[src/rtl/serial_adder_ctrl_if.sv]
// Handshake/bus bundle for the bit-serial add/subtract sequencer.
// The master drives requests; the slave (the sequencer) drives status and result.
interface serial_adder_ctrl_if #(
    parameter int WIDTH = 16
);
    logic             start;
    logic             sub;
    logic [WIDTH-1:0] a;
    logic [WIDTH-1:0] b;
    logic             busy;
    logic             done;
    logic [WIDTH-1:0] sum;
    logic             carry;

    modport master (output start, sub, a, b, input busy, done, sum, carry);
    modport slave  (input start, sub, a, b, output busy, done, sum, carry);
endinterface

[src/rtl/serial_adder_ctrl.sv]
// Bit-serial add/subtract: one full-adder slice (two half adders + OR) stepped
// LSB first over WIDTH clocks, with a done pulse and held result/carry outputs.
module serial_adder_ctrl #(
    parameter int WIDTH = 16
) (
    input  logic                clk,
    input  logic                rst_n,
    serial_adder_ctrl_if.slave  bus
);
    localparam int CW = $clog2(WIDTH);

    typedef enum logic [1:0] {IDLE, RUN, DONE} state_t;

    state_t           state_q, state_d;
    logic [WIDTH-1:0] a_q, a_d, b_q, b_d;
    logic [WIDTH-2:0] res_q, res_d;
    logic             cy_q, cy_d;
    logic [CW-1:0]    cnt_q, cnt_d;
    logic             busy_q, busy_d, done_q, done_d;
    logic [WIDTH-1:0] sum_q, sum_d;
    logic             carry_q, carry_d;

    logic ha0_s, ha0_c, ha1_s, ha1_c, fa_c;
    logic [WIDTH-1:0] shifted;

    always_comb begin
        ha0_s   = a_q[0] ^ b_q[0];
        ha0_c   = a_q[0] & b_q[0];
        ha1_s   = ha0_s ^ cy_q;
        ha1_c   = ha0_s & cy_q;
        fa_c    = ha0_c | ha1_c;
        shifted = {ha1_s, res_q};
    end

    always_comb begin
        state_d = state_q;
        a_d     = a_q;
        b_d     = b_q;
        res_d   = res_q;
        cy_d    = cy_q;
        cnt_d   = cnt_q;
        busy_d  = 1'b0;
        done_d  = 1'b0;
        sum_d   = sum_q;
        carry_d = carry_q;
        case (state_q)
            IDLE, DONE: begin
                if (bus.start) begin
                    a_d     = bus.a;
                    b_d     = bus.sub ? ~bus.b : bus.b;
                    cy_d    = bus.sub;
                    cnt_d   = '0;
                    state_d = RUN;
                    busy_d  = 1'b1;
                end else begin
                    state_d = IDLE;
                end
            end
            RUN: begin
                // Result bits enter at the top; after WIDTH steps bit 0 is the LSB.
                res_d = shifted[WIDTH-1:1];
                cy_d  = fa_c;
                a_d   = a_q >> 1;
                b_d   = b_q >> 1;
                cnt_d = cnt_q + CW'(1);
                if (cnt_q == CW'(WIDTH - 1)) begin
                    state_d = DONE;
                    done_d  = 1'b1;
                    sum_d   = shifted;
                    carry_d = fa_c;
                end else begin
                    busy_d = 1'b1;
                end
            end
            default: state_d = IDLE;
        endcase
    end

    always_ff @(posedge clk or negedge rst_n) begin
        if (!rst_n) begin
            state_q <= IDLE;
            a_q     <= '0;
            b_q     <= '0;
            res_q   <= '0;
            cy_q    <= 1'b0;
            cnt_q   <= '0;
            busy_q  <= 1'b0;
            done_q  <= 1'b0;
            sum_q   <= '0;
            carry_q <= 1'b0;
        end else begin
            state_q <= state_d;
            a_q     <= a_d;
            b_q     <= b_d;
            res_q   <= res_d;
            cy_q    <= cy_d;
            cnt_q   <= cnt_d;
            busy_q  <= busy_d;
            done_q  <= done_d;
            sum_q   <= sum_d;
            carry_q <= carry_d;
        end
    end

    assign bus.busy  = busy_q;
    assign bus.done  = done_q;
    assign bus.sum   = sum_q;
    assign bus.carry = carry_q;
endmodule

[src/flat_wrapper.sv]
// flat-port wrapper written by rule: the top's interface ports become plain ports
module serial_adder_ctrl_flat 
#(
    parameter int WIDTH = 16
)
  (clk, rst_n, bus_start, bus_sub, bus_a, bus_b, bus_busy, bus_done, bus_sum, bus_carry);
  serial_adder_ctrl_if #(.WIDTH(WIDTH)) bus_i ();
  input  logic clk;
  input  logic rst_n;
  input wire logic [$bits(bus_i.start)-1:0] bus_start;
  input wire logic [$bits(bus_i.sub)-1:0] bus_sub;
  input wire logic [$bits(bus_i.a)-1:0] bus_a;
  input wire logic [$bits(bus_i.b)-1:0] bus_b;
  output wire logic [$bits(bus_i.busy)-1:0] bus_busy;
  output wire logic [$bits(bus_i.done)-1:0] bus_done;
  output wire logic [$bits(bus_i.sum)-1:0] bus_sum;
  output wire logic [$bits(bus_i.carry)-1:0] bus_carry;
  assign bus_i.start = bus_start;
  assign bus_i.sub = bus_sub;
  assign bus_i.a = bus_a;
  assign bus_i.b = bus_b;
  assign bus_busy = bus_i.busy;
  assign bus_done = bus_i.done;
  assign bus_sum = bus_i.sum;
  assign bus_carry = bus_i.carry;
  serial_adder_ctrl #(.WIDTH(WIDTH)) u_core (.clk(clk), .rst_n(rst_n), .bus(bus_i));
endmodule
[config.mk]
export PLATFORM = sky130hd
export DESIGN_NAME = serial_adder_ctrl_flat
export DESIGN_NICKNAME = d
export VERILOG_FILES = /design/src/rtl/serial_adder_ctrl_if.sv /design/src/rtl/serial_adder_ctrl.sv /design/src/flat_wrapper.sv
export SDC_FILE = /design/constraint.sdc
export NUM_CORES = 1
export LEC_CHECK = 0
export BUFFER_PORTS_ARGS = -buffer_cell sky130_fd_sc_hd__buf_2
export CAP_MARGIN = 20
export CORE_UTILIZATION = 49
export CTS_CLUSTER_DIAMETER = 30
export DETAILED_ROUTE_END_ITERATION = 12
export GPL_ROUTABILITY_DRIVEN = 0
export GPL_TIMING_DRIVEN = 0
export HOLD_SLACK_MARGIN = 0.05
export PLACE_DENSITY = 0.74
export SLEW_MARGIN = 20
export SYNTH_ARGS = -nofsm -noshare
export SYNTH_HDL_FRONTEND = slang
export SYNTH_SLANG_ARGS = --single-unit
[constraint.sdc]
create_clock -name clk -period 1.5 [get_ports clk]
set_input_delay 0.3 -clock clk [delete_from_list [all_inputs] [get_ports clk]]
set_output_delay 0.3 -clock clk [all_outputs]
set_load 0.005 [all_outputs]
# [After elaboration in Yosys (flattened, before gate mapping)]
# Cells that the tools add are included.
[word_totals] wordCells=44 mem_bits_ro=0 inputBits=36 output_inout_bits=19 latchBits=0 n_memories=0 regBits=73 ram_bits=0
[classes] reduce_logical=5 eq_ne=5 n_mux=17 shifts=0 div=0 bitwise_logic=6 n_lt_le_gt_ge=0 n_mul=0 addsub=1
[ops] cell="$pmux W16 S2" n=2
[ops] cell="$mux W16" n=3
[ops] cell="$not A16 Y16" n=1
[ops] cell="$pmux W4 S2" n=1
[ops] cell="$mux W1" n=6
[ops] cell="$add A4 B1 Y4 const B" n=1
[ops] cell="$eq A4 B4 Y1 const B" n=1
[ops] cell="$mux W4" n=1
[ops] cell="$pmux W1 S2" n=2
[ops] cell="$pmux W2 S2" n=1
[ops] cell="$reduce_and A2 Y1" n=2
[ops] cell="$and A1 B1 Y1" n=2
[ops] cell="$eq A2 B1 Y1 const B" n=1
[ops] cell="$eq A2 B2 Y1 const B" n=1
[ops] cell="$logic_not A2 Y1" n=1
[ops] cell="$mux W2" n=1
[ops] cell="$ne A2 B1 Y1 const B" n=1
[ops] cell="$ne A2 B2 Y1 const B" n=1
[ops] cell="$reduce_bool A2 Y1" n=1
[ops] cell="$reduce_or A2 Y1" n=1
[ops] cell="$xor A1 B1 Y1" n=2
[ops] cell="$or A1 B1 Y1" n=1

# [Depth between registers and ports, before layout]
# Gate-level depths: netlist of run 1.
[depth] ltp_word=4 mapped_depth=6 depth_no_buf=4

# [Worst setup path before layout of run 1]
# Ideal clock, no wire load.
[synth_timing] path_kind="register to register" start="register u_core.cnt_q[0]" end="register u_core.sum_q[10], in the netlist u_core.bus.sum[10]" n_path_buf=2 setup_time_ps=125 setup_slack_ps=-118 path_stages_with_launch=7 arrival_time_ps=1493 path_cell_list="dfrtp_1 -> ha_1 -> and3_1 -> and2_4 -> buf_6 -> buf_12 -> mux2_4"
[synth_between] elab_chain_len=2
[synth_lines] element="start: declaration" line="serial_adder_ctrl.sv:18" rtl="logic [CW-1:0] cnt_q, cnt_d;"
[synth_lines] element="start signal: assignment" line="serial_adder_ctrl.sv:97" rtl="cnt_q <= cnt_d;"
[synth_lines] element="$eq A4 B4 Y1" line="serial_adder_ctrl.sv:66" rtl="if (cnt_q == CW'(WIDTH - 1)) begin"
[synth_lines] element="$reduce_and A2 Y1 (no source line)"
[synth_lines] element="end signal: assignment" line="serial_adder_ctrl.sv:100" rtl="sum_q <= sum_d;"
[synth_lines] element="end: declaration" line="serial_adder_ctrl.sv:20" rtl="logic [WIDTH-1:0] sum_q, sum_d;"
# No other way between the ends.
# A chain may end at the register's enable or synchronous reset.

# [Worst setup path after layout of run 1]
[layout_timing] start="register u_core.cnt_q[0]" end="register u_core.sum_q[4], in the netlist u_core.bus.sum[4]"
# The elaborated chain is that of the path after synthesis.

==> results of run 1 <==
==> metal layers <==
layer / vias up / routed length, µm
met5: - / 0
met4: 0 / 85
li1: 1079 / -
met3: 9 / 305
met1: 1093 / 2820
met2: 74 / 2780
==> cell usage after synthesis <==
cell / n
buf_6: 2
nor2_2: 1
ha_1: 1
a22o_1: 4
buf_12: 1
o21ai_0: 3
mux2i_1: 2
xnor2_1: 15
nor2_1: 15
buf_1: 2
nor2b_1: 2
mux2_2: 8
a221o_1: 15
and2_4: 1
nand3_1: 17
and3_1: 1
nand2b_1: 1
or2b_1: 1
mux2_4: 9
nor2b_4: 1
buf_2: 10
nand4_1: 1
clkbuf_1: 5
dfrtp_1: 73
nand2_1: 62
a22oi_1: 16
fa_1: 1
and2_1: 1
buf_4: 1
xor2_1: 1
==> worst max-delay path, delay by kind of cell, from the launching register on <==
kind | cells | cell delay (ns)
flops | 1 | 0.36
simple gates | 2 | 0.37
buf+inv | 1 | 0.14
fa+ha+maj | 1 | 0.18
mux | 1 | 0.33
==> worst paths after layout <==
kind	startpoint	end	slack (ns)	depth (start not counted)
min in group asynchronous	rst_n	u_core.bus.sum[9]	0.36	2
hold reg to reg	u_core.res_q[0]	u_core.res_q[0]	0.48	2
max in group asynchronous	rst_n	u_core.a_q[15]	0.60	3
hold / removal	bus_a[1]	u_core.a_q[1]	0.19	3
setup / recovery	u_core.cnt_q[0]	u_core.bus.sum[4]	0.005	5
setup reg to reg	u_core.cnt_q[0]	u_core.bus.sum[4]	0.005	5
==> metrics by stage <==
step           power, mW  instances  setup TNS [ns]  utilization
2_1_floorplan       5.28        273          -0.134            -
3_3_place_gp        6.01        401          -19.55        0.578
3_5_place_dp        6.15        402          -0.998        0.583
4_1_cts             7.56        425          -0.189        0.624
5_1_grt             8.15        424          -0.511        0.624
6_report            7.53        424               0        0.624
==> area by class of cell <==
class / count / area, µm²
buffer: 18 / 104
clock buffer: 10 / 128
clock inverter: 6 / 35.0
fill: 492 / 2280
multi-input combinational: 179 / 1200
sequential: 73 / 1830
tap: 75 / 93.8
timing repair buffer: 63 / 397
==> power groups by stage <==
stage	Clock, mW	Combinational (mW)	Sequential, mW
2_1_floorplan	0	1.96	3.31
3_3_place_gp	0	2.60	3.41
3_5_place_dp	0	2.72	3.44
4_1_cts	1.33	2.82	3.40
5_1_grt	1.42	3.21	3.51
6_report	1.30	2.82	3.41
==> state kept, by name, summed over array words and instances (netlist names), 2 cells and up <==
name	flops
u_core.a_q	16
u_core.b_q	16
u_core.res_q	15
u_core.state_q	2
u_core.cnt_q	4
u_core.bus.sum	16
==> logic make-up (layout without fill, tap and decap cells) <==
group | Yosys count | after routing
AO/OA/AOI/OAI | 38 | 38
XOR/XNOR | 16 | 16
adder cells (fa/ha/maj) | 2 | 2
buffers and inverters | 21 | 97
flip-flops | 73 | 73
multiplexers | 19 | 19
AND/OR/NAND/NOR | 104 | 104
==> repair_timing <==
| action | in CTS | in global routing |
|---|---|---|
| gates resized for setup | 2 | 12 |
| gates cloned | 1 | 0 |
| hold buffers | 1 | 0 |
| pin swaps | 1 | 2 |
| endpoints found under the setup margin | 20 | 50 |
| buffers inserted | 6 | 1 |
| hold endpoints to repair | 15 | 0 |
==> impl_results.md, run 1 <==
- Status: complete, no violations
- Port buffer count: 53
- Core area: 0.00606 mm²
- Cell row count: 28
- Post-synthesis xor/xnor area fraction: 0.0446
- Synth Area in Adders: 0.0104
- Sequential Power Share: 0.453
- Routed wire length: 5.99 mm
- First-pass GRT wire length: 10.5 mm
- Layout cells sized above 1: 0.330
- DP HPWL: 4.03 mm
- CTS H-tree lvls: 3
- Met1 track demand over resource: 0.286
- Top cells by area, synth: dfrtp_1, nand2_1, a221o_1
- CP max FO: 8
- Fin. max-slew vios: 0
- Vias per cell: 5.32
- CTS Root Cell: clkbuf_8
- Pleak: 1.92 nW
- Logic pwr share: 0.375
- Max Buffers Root-to-Sink: 2
- RSZ-0062 raised after global routing: true
- CP startpoint kind: register
- Clk_lat worst skew: 0.34 ns
- Diode count: 0
- Synth-to-layout area growth: 20.4%
- Cell variety after synth: 30
- Crit-path max cell delay: 0.36 ns
- Commonest non-fill, non-tap cell in the layout: dfrtp_1
- Min Tclk post-route: 1.50 ns
- Routed len/inst: 14.1 µm
- Total CTS buffers: 9
- Worst hold path type: primary input to register
- Fmax: 669 MHz
- Nets: 382
- Post-synthesis compound-gate area fraction: 0.102
- P per Cell Area: 1990 mW/mm²
- Part of the cycle the worst path needs: 0.997
- Post-route ant nets: 0
- Initial antenna violation count: 0
- Die W: 82.0 µm
- Crit Path Class: register to register
- Crit path cell chain: ha_2 -> and3_4 -> and2_4 -> buf_8 -> mux2_2
- Worst-Margin Slew: 0.431 ns
- Endpoint class of the critical path: register
- GRT Residual Overflow: 0
- Worst EP arrival: 1.72 ns
- DRT iter0 DRCs: 87
- Most Crowded Layer GR: met2
- Number of global-route vias before repair: 2,230
- Number of synthesized register bits: 73
- Pin count of the biggest net entering global routing: 59
- Mapped Area: 0.00314 mm²
- Die span in y: 82.0 µm
- Total track usage: 0.212
- Maximum vdd drop: 0.00105 V
- CP max stage cell: dfrtp_1
- Mux share of post-synthesis cell area: 0.0781
- Commonest cells after routing, fill and taps aside: dfrtp_1, nand2_1, buf_2, nand3_1, a22oi_1
- Met3 Use GR: 0.0433
- Largest family of logic cells by synthesized area: simple AND/OR/NAND/NOR gates
- Final hold violation count: 0
- Via count: 2,255
- Post-route cell area: 0.00378 mm²
- Synth Net Count: 311
- Reg clk slew, reported paths: 0.07 ns
- Dpl ws: -0.120 ns
- Detailed Routing Iterations Pass 1: 4
- Yosys top cell area share: 0.582
- Post-synth top area cell: dfrtp_1
- Sink Count: 73
- Sw frac: 0.352
- Slew Limit Headroom: 0.712
- Max-cap violations: 0
- TritonCTS clock tree: yes
- Hold WS: 0.189 ns
- Synth Area in Simple Gates: 0.143
- Starting Density: 0.518
- Cells after Synth: 273
- Sequential-to-total area share from yosys stat: 0.582
- Yosys warns: 0
- Clock share of power: 0.172
- GR met2 Demand/Resource: 0.328
- P_int: 4.88 mW
- Req. time, crit path: 1.72 ns
- # IOs: 55
- # DRC: 0
- Final setup fails: 0
- Syn avg cell area: 11.5 µm²
- Placed instance area: 0.00354 mm²
- Psw: 2.65 mW
- Final worst setup slack: 0.00484 ns
- Die area: 0.00673 mm²
- Setup Skew: 0.00688 ns
(Power assumes the default switching activity.)
==> run 2, diff against run 1 <==
Settings changed: CORE_UTILIZATION 49 to 50, PLACE_DENSITY 0.74 to 0.75.
==> run 2 against run 1 <==
The flow now finishes with violations (setup timing). Die area fell by 2.0%. Cell count rose by 0.47%. Fmax fell by 4.8%. Global-route usage rose by 0.41 points. Largest power group unchanged. Clock power rose by 55%.
==> impl_results.md, run 2 (synthesized netlist as in run 1, its figures left out) <==
- Status: finished, violations left
- Failing checks: setup timing
- R2R depth: 6
- Die W: 81.2 µm
- Worst-Margin Slew: 0.448 ns
- Vias per cell: 5.25
- GRT Residual Overflow: 0
- Clk_lat worst skew: 0.34 ns
- Die span in y: 81.2 µm
- Diode count: 0
- Pin count of the biggest net entering global routing: 58
- # IOs: 55
- Total CTS buffers: 9
- Hold WS: 0.183 ns
- Power Total: 8.32 mW
- DRT iter0 DRCs: 146
- Starting Density: 0.524
- Critical hold path startpoint: bus_a[10]
- Req. time, crit path: 1.73 ns
- Reg-to-Reg End: u_core.bus.sum[13]
- Cell row count: 28
- Pleak: 1.99 nW
- Wire length on met3: 253 µm
- Initial antenna violation count: 0
- Fin. max-slew vios: 0
- RSZ-0062 raised after global routing: true
- # DRC: 0
- Routed wire length: 6.26 mm
- Met1 wire length: 2.98 mm
- Total track usage: 0.216
- R2R setup slack: -0.07 ns
- Slew Limit Headroom: 0.701
- Commonest cells after routing, fill and taps aside: dfrtp_1, nand2_1, buf_2, nand3_1, a22oi_1
- Max-cap violations: 0
- CP max FO: 5
- Final worst setup slack: -0.0711 ns
- Met2 routed WL: 2.94 mm
- Die area: 0.00660 mm²
- CP startpoint kind: register
- Final hold violation count: 0
- DP HPWL: 3.98 mm
- Detailed Routing Iterations Pass 1: 4
- Fmax: 636 MHz
- Final setup fails: 14
- Min Tclk post-route: 1.57 ns
- Part of the cycle the worst path needs: 1.05
- Setup Skew: 0.00609 ns
- Synth-to-layout area growth: 25.2%
- First-pass GRT wire length: 10.4 mm
- Post-route ant nets: 0
- Hold endpoint: u_core.a_q[10]
- Core area: 0.00599 mm²
- Commonest non-fill, non-tap cell in the layout: dfrtp_1
- Reg2reg start: u_core.cnt_q[0]
- Hold depth: 3
- Port buffer count: 53
- Reg clk slew, reported paths: 0.07 ns
- Via count: 2,235
- P per Cell Area: 2120 mW/mm²
- Worst hold path type: primary input to register
- Routed len/inst: 14.7 µm
- CTS H-tree lvls: 3
- Crit Path Class: register to register
- Layout cells sized above 1: 0.339
- Endpoint class of the critical path: register
- Nets: 385
- Sink Count: 73
- Number of global-route vias before repair: 2,151
- DR top layer: met4
- Max Buffers Root-to-Sink: 2
- TritonCTS clock tree: yes
- Worst EP arrival: 1.80 ns
- CTS Root Cell: clkbuf_8
- Maximum vdd drop: 0.00140 V
## run 2: worst max path at each step
stage          slack [ns]             from  cells after the start                 end
6_report            -0.07  u_core.cnt_q[0]                      6  u_core.bus.sum[13]
3_5_place_dp        -0.12  u_core.cnt_q[0]                      6  u_core.bus.sum[14]
2_1_floorplan       -0.01  u_core.cnt_q[0]                      6  u_core.bus.sum[10]
4_1_cts             -0.06  u_core.cnt_q[0]                      5   u_core.bus.sum[7]
5_1_grt             -0.10  u_core.cnt_q[0]                      6  u_core.bus.sum[13]
3_3_place_gp        -0.25            rst_n                      1       u_core.a_q[8]
## run 2: final cells by class
cell class                      count  area (µm²)
Clock buffer                       10         138
Clock inverter                      5         128
Sequential cell                    73        1830
Multi-Input combinational cell    179        1200
Fill cell                         440        2060
Tap cell                           75        93.8
Buffer                             20         126
Timing Repair Buffer               64         418
## run 2: through the flow
stage | area, µm² | instances | TNS, ns | setup slack [ns] | util
floorplan | 3150 | 273 | -0.134 | -0.0149 | -
global placement | 3510 | 401 | -18.70 | -0.247 | 0.585
detailed placement | 3540 | 402 | -1.03 | -0.116 | 0.590
CTS | 3890 | 424 | -0.502 | -0.0650 | 0.650
global route | 3930 | 426 | -1.22 | -0.105 | 0.656
finish | 3930 | 426 | -0.646 | -0.0711 | 0.656
## run 2: repair_timing
item / CTS / global route
hold endpoints to repair: 16 / 0
buffers inserted: 6 / 2
pin swaps: 1 / 2
hold buffers: 1 / 0
endpoints found under the setup margin: 26 / 36
resized for setup: 1 / 12
cloned: 1 / 0
## run 2: metal layers
| metal | global-route usage | vias to the layer above |
|---|---|---|
| met2 | 0.329 | 52 |
| met3 | 0.0573 | 9 |
| met1 | 0.296 | 1084 |
| met5 | 0 | - |
| met4 | 0.0804 | 0 |
| li1 | - | 1090 |
## run 2: critical path, stage by stage (launching register included)
cell and delay, ns:
dfrtp_1 0.40, ha_2 0.19, and3_4 0.15, and2_4 0.18, buf_12 0.13, buf_12 0.13, mux2_4 0.29
## run 2: report_power, final
group	switching, mW	internal (mW)
registers	0.556	2.86
logic	1.44	1.45
clock network	0.714	1.31
total	2.71	5.62
